### config.mk
export PLATFORM = sky130hd
export DESIGN_NAME = fetch_unit
export DESIGN_NICKNAME = d
export VERILOG_FILES = /design/src/rtl/fetch_unit.sv
export SDC_FILE = /design/constraint.sdc
export NUM_CORES = 1
export LEC_CHECK = 0
export ABC_AREA = 1
export CAP_MARGIN = 5
export CORE_UTILIZATION = 46
export DETAILED_ROUTE_END_ITERATION = 6
export GPL_TIMING_DRIVEN = 0
export PLACE_DENSITY = 0.75
export SYNTH_ARGS = -nofsm -noshare
export SYNTH_HDL_FRONTEND = slang
export SYNTH_SLANG_ARGS = --single-unit
### constraint.sdc
create_clock -name clk -period 3.31 [get_ports clk]
set_input_delay 0.662 -clock clk [delete_from_list [all_inputs] [get_ports clk]]
set_output_delay 0.662 -clock clk [all_outputs]
set_load 0.02 [all_outputs]
### src/rtl/fetch_unit.sv
// LEGv8 instruction-fetch stage: program counter, instruction-memory address,
// IF/ID pipeline register and redirect resolution (B, CB and BR).
module fetch_unit #(
    parameter logic [63:0] RESET_PC = 64'h0
) (
    input  logic        clk,
    input  logic        reset_n,
    input  logic        stall,
    output logic [63:0] imem_addr,
    input  logic [31:0] imem_rdata,
    input  logic        br_taken,
    input  logic        br_uncond,
    input  logic [31:0] br_instr,
    input  logic [63:0] br_pc,
    input  logic        br_reg,
    input  logic [63:0] br_reg_target,
    output logic [31:0] if_instr,
    output logic [63:0] if_pc,
    output logic        if_valid
);

    logic [63:0] pc_r;
    logic [31:0] if_instr_r;
    logic [63:0] if_pc_r;
    logic        if_valid_r;

    logic [63:0] offset_s;
    logic [63:0] rel_target_s;
    logic [63:0] reg_target_s;
    logic [63:0] pc_next_s;
    logic [31:0] if_instr_next_s;
    logic [63:0] if_pc_next_s;
    logic        if_valid_next_s;

    // Sign-extended, word-scaled branch offset for B (26-bit) or CB (19-bit) forms.
    always_comb begin
        offset_s = 64'h0;
        if (br_uncond) begin
            offset_s = {{36{br_instr[25]}}, br_instr[25:0], 2'b00};
        end else begin
            offset_s = {{43{br_instr[23]}}, br_instr[23:5], 2'b00};
        end
    end

    // Redirect targets: PC-relative sum wraps mod 2^64; register target is word-aligned.
    always_comb begin
        rel_target_s = br_pc + offset_s;
        reg_target_s = {br_reg_target[63:2], 2'b00};
    end

    // Next-state selection: BR beats B/CB, any redirect beats stall, else sequential fetch.
    always_comb begin
        pc_next_s       = pc_r;
        if_instr_next_s = if_instr_r;
        if_pc_next_s    = if_pc_r;
        if_valid_next_s = if_valid_r;
        if (br_reg) begin
            pc_next_s       = reg_target_s;
            if_instr_next_s = 32'h0;
            if_valid_next_s = 1'b0;
        end else if (br_taken) begin
            pc_next_s       = rel_target_s;
            if_instr_next_s = 32'h0;
            if_valid_next_s = 1'b0;
        end else if (stall) begin
            pc_next_s       = pc_r;
            if_instr_next_s = if_instr_r;
            if_pc_next_s    = if_pc_r;
            if_valid_next_s = if_valid_r;
        end else begin
            pc_next_s       = pc_r + 64'd4;
            if_instr_next_s = imem_rdata;
            if_pc_next_s    = pc_r;
            if_valid_next_s = 1'b1;
        end
    end

    // PC and IF/ID register; async reset clears the slot and reloads RESET_PC.
    always_ff @(posedge clk or negedge reset_n) begin
        if (!reset_n) begin
            pc_r       <= RESET_PC;
            if_instr_r <= 32'h0;
            if_pc_r    <= 64'h0;
            if_valid_r <= 1'b0;
        end else begin
            pc_r       <= pc_next_s;
            if_instr_r <= if_instr_next_s;
            if_pc_r    <= if_pc_next_s;
            if_valid_r <= if_valid_next_s;
        end
    end

    assign imem_addr = pc_r;
    assign if_instr  = if_instr_r;
    assign if_pc     = if_pc_r;
    assign if_valid  = if_valid_r;

endmodule

# --- After elaboration in Yosys (flattened, before gate mapping) ---
# Cells that the tools add are included.
# Widths: inputs -> output; s select.
word_totals:
  ff_bits: 161
  latch_bits: 0
  rom_bits: 0
  out_inout_bits: 161
  mem_bits_rw: 0
  memories: 0
  word_cells: 21
classes:
  n_bitwise: 3
  n_addsub: 2
  eq_ne: 1
  shift: 0
  n_div: 0
  mul: 0
  reduce_logical: 1
  mux: 10
  order_cmp: 0
ops:
  columns: ["cell", "count"]
  rows:
  - ["$mux 64", 4]
  - ["$mux 32", 3]
  - ["$add 64x3->64 const B", 1]
  - ["$add 64x64->64", 1]
  - ["$mux 1", 3]
  - ["$ne 3x1->1 const B", 1]
  - ["$not 1->1", 3]
  - ["$reduce_and 3->1", 1]

# --- Logic depth before layout (Yosys ltp) ---
logic_depth:
  ltp_word: 4
  ltp_mapped: 21

# --- Worst setup path after synthesis ---
# Ideal clock, no wire load.
synth_path:
  path_kind: "input-to-reg"
  start: "in br_uncond"
  end: "reg pc_r[58] (netlist: imem_addr[58])"
  stages: 18
  setup_time_ns: 0.117
  path_slack_ns: -0.203
  arrival_ns: 3.396
  path_cell_list: "buf_2 clkinv_1 nand2_1 nand2_1 ha_1 nand2_1 nor2_1 inv_1 nor2_1 nand2_1 nor4_1 nand2_1 nand2_1 nand2_1 nand3_1 nand2_1 nand2_1 nand2_1"
synth_between:
  elab_chain_cells: 4
synth_rtl:
  columns: ["element", "line", "text"]
  rows:
  - ["start: declaration", "12", "input logic br_uncond,"]
  - ["$mux 64", "38", "if (br_uncond) begin"]
  - ["$add 64x64->64", "47", "rel_target_s = br_pc + offset_s;"]
  - ["$mux 64", "61", "end else if (br_taken) begin"]
  - ["$mux 64", "57", "if (br_reg) begin"]
  - ["end signal: assignment", "86", "pc_r <= pc_next_s;"]
  - ["end: declaration", "22", "logic [63:0] pc_r;"]
# Every way passes these cells.
# A chain may end at the register's enable or synchronous reset.

# --- Worst setup path after layout ---
layout_path:
  start: "in br_instr[23]"
  end: "reg pc_r[61] (netlist: imem_addr[61])"
layout_between:
  elab_chain_cells: 4
layout_rtl:
  columns: ["element", "line", "text"]
  rows:
  - ["start: declaration", "13", "input logic [31:0] br_instr,"]
  - ["$mux 64", "38", null]
  - ["$add 64x64->64", "47", null]
  - ["$mux 64", "61", null]
  - ["$mux 64", "57", null]
# Every way passes these cells.

==> metrics.txt <==
Peak VDD IR 0.000340 V; Required @ worst endpoint 3.64 ns; P per Cell Area 416 nW/um2; routed len/inst 20.3 um; top-count cell post-synth nand2_1; share of cells above drive strength 1 6.35%; Seq pwr share 31.7%; CTS tree yes; register area 4030 um2; CTS buffer count 17; post-synthesis sequential area ratio 27.3%; final core utilization 62.4%; top post-synthesis cells by area dfrtp_1 27%, nand2_1 23%, inv_1 8.5%; Fin Hold WS 0.131 ns; Sw Share 42.2%; die height 181 um; largest net degree at the start of global routing 107; Hold Buf Count CTS 0; final hold violation count 0; final wirelength 66,100 um; Via Count 18,200; cell area after placement 18,800 um2; f_max 0.305 GHz; fill count 3,025; warnings from Yosys 0; Startpoint Class primary input; Clock Tree Root clkbuf_16; total track usage 39.8%; TritonRoute pass-1 iters 7; Core Rows 65; vias in the first global route 17,200; setup ws final 0.0349 ns; grt ovf 0; Post-DRT Antenna Nets 0; cell area after technology mapping 14,700 um2; multi-input logic area 9460 um2; Area growth syn-to-layout 33.7%; DIE AREA 32,800 um2; Setup crit end kind flip-flop; detailed-route vias per instance 5.60; Die W 181 um; Synth top area share 27.3%; Primary FF master, synth dfrtp_1; I/O pins 359; Crit Path Category in -> reg; Syn Nets 2,728; Worst-Margin Slew 1.00 ns; Layout Skew 0.0171 ns; global-route wire length before repair 99,000 um; Post-synth top cells 885 x nand2_1, 333 x inv_1, 262 x nor2_1; crit-path max FO 19; Post-DP HPWL 53,300 um; maxcap violations 0; antenna violations before repair 1; EDFF count, synth 0; Final Setup Violations 0; logic gate share of total power 44.2%; Post-synth ARST share 100%; Net Sw Power 0.00346 W; Post-Synthesis Cells 2,467; Avg Cell Area, Syn 5.98 um2; FF+latch count, synth 161; Port Buffers 349; GPL Wtd Cong 1.03; final instance area 19,700 um2; DRC viols 9; Clock power frac 24.1%; Rel. slew slack 33.2%; core area 31,600 um2; Internal Power 0.00473 W; status finished with violations; worst skew pair latency 0.45 ns; FF-to-FF path depth 10; diode count 0; Total Power 0.00819 W; RSZ-0062 raised after global routing yes; pre-CTS setup slack -1.06 ns; 1st-iter DRT viols 2,035; Unique masters post-synth 53; post-route clock period utilization 98.9%; failing checks design-rule violations; clock tree sinks 161; Leakage 9.77 nW; max-slew violations 0; H-tree levels 4; Initial Util 46.7%; nets 3,100; crit path DAT 3.61 ns; clock period minus worst slack 3.28 ns; CTS max path bufs 2; Clk pin slew, worst setup/hold paths 0.07 ns; HP Class in -> async; leading area contributor after synthesis dfrtp_1
-- placed cells by master, fill, tap and decap left out, types with 9 or more instances in the layout --
| cell type | count |
|---|---|
| nor2_4 | 9 |
| ha_2 | 13 |
| o21bai_1 | 14 |
| o21ai_1 | 24 |
| inv_1 | 333 |
| a21oi_1 | 107 |
| nand4_1 | 34 |
| nor2_2 | 27 |
| nand3b_1 | 9 |
| inv_2 | 13 |
| xor2_1 | 32 |
| clkdlybuf4s50_1 | 348 |
| o211ai_1 | 15 |
| nand2_2 | 11 |
| ha_4 | 10 |
| nor3_1 | 33 |
| clkbuf_16 | 17 |
| clkbuf_1 | 50 |
| nor3_2 | 14 |
| nand2_1 | 877 |
| ha_1 | 39 |
| nand3_1 | 170 |
| nor2_1 | 243 |
| o21ai_0 | 146 |
| dfrtp_1 | 161 |
-- state kept, by name (all words and copies together) (netlist names) --
signal,flops
if_valid,1
if_pc,64
if_instr,32
imem_addr,64
-- power by group through the flow --
stage / Clock (W) / Sequential, W / Combinational (W)
CTS: 0.00197 / 0.00258 / 0.00347
finish: 0.00197 / 0.00260 / 0.00362
global route: 0.00205 / 0.00263 / 0.00388
floorplan: 0 / 0.00288 / 0.00154
detailed placement: 0 / 0.00261 / 0.00344
global placement: 0 / 0.00260 / 0.00340
-- stage by stage --
step	std cells	setup TNS [ns]
2_1_floorplan	2467	0
3_3_place_gp	3218	-812.08
3_5_place_dp	3219	-28.58
4_1_cts	3250	0
5_1_grt	3253	-0.348
6_report	3253	0
-- metal layers --
metal  global-route usage (%)  up-vias  share of wire, %
li1                         -     8585                 -
met1                     54.3     8485                43
met3                     5.83      167               8.7
met2                     62.7      996                44
met5                        0        -                 0
met4                     17.0        0               4.4
-- final cells by class --
type | count | share of cell area [%]
plain buffers | 65 | 1.50
clock buffers | 21 | 2.34
clock inverters | 10 | 0.527
inverters | 348 | 6.64
multi-input cells | 1894 | 48.0
flip-flops and latches | 161 | 20.4
well taps | 402 | 2.55
repair buffers | 352 | 18.0
-- logic make-up (layout without fill, tap and decap cells) --
kind of cell / after synthesis / in the layout / share of synthesized area, %
AO/OA/AOI/OAI: 332 / 332 / 12.1
XOR/XNOR: 36 / 36 / 2.14
adder cells (fa/ha/maj): 63 / 63 / 5.40
buffers and inverters: 413 / 796 / 10.8
flip-flops: 161 / 161 / 27.3
multiplexers: 7 / 7 / 0.535
AND/OR/NAND/NOR: 1455 / 1456 / 41.7
-- worst paths after layout --
check                              start             to  slack [ns]
setup reg to reg           imem_addr[30]  imem_addr[44]        0.54
max in group asynchronous        reset_n  imem_addr[33]        2.26
hold / removal                   reset_n   if_instr[26]        0.13
setup / recovery            br_instr[23]  imem_addr[61]        0.03
hold reg to reg              if_instr[1]    if_instr[1]        0.48
min in group clk             if_instr[1]    if_instr[1]        0.48
-- critical path, cell delays in order --
cell and delay (ns):
clkdlybuf4s50_1 0.47, nand2_4 0.22, nand2_8 0.17, ha_2 0.44
nand2_1 0.11, nor2_1 0.18, inv_1 0.12, o21ai_1 0.31
a21oi_1 0.10, nand2_2 0.18, nand2_1 0.16, nand2_1 0.09
nand2_1 0.06, nand3_2 0.13, nand2_1 0.07, nand2_1 0.06
nand2_1 0.06
-- timing repair --
action,4_1_cts,5_1_grt
pin swaps,0,7
setup endpoints to repair,35,31
setup buffers,0,2
gates resized for setup,9,83
cloned,0,1
Note: power is estimated with default switching activity, not from simulation.
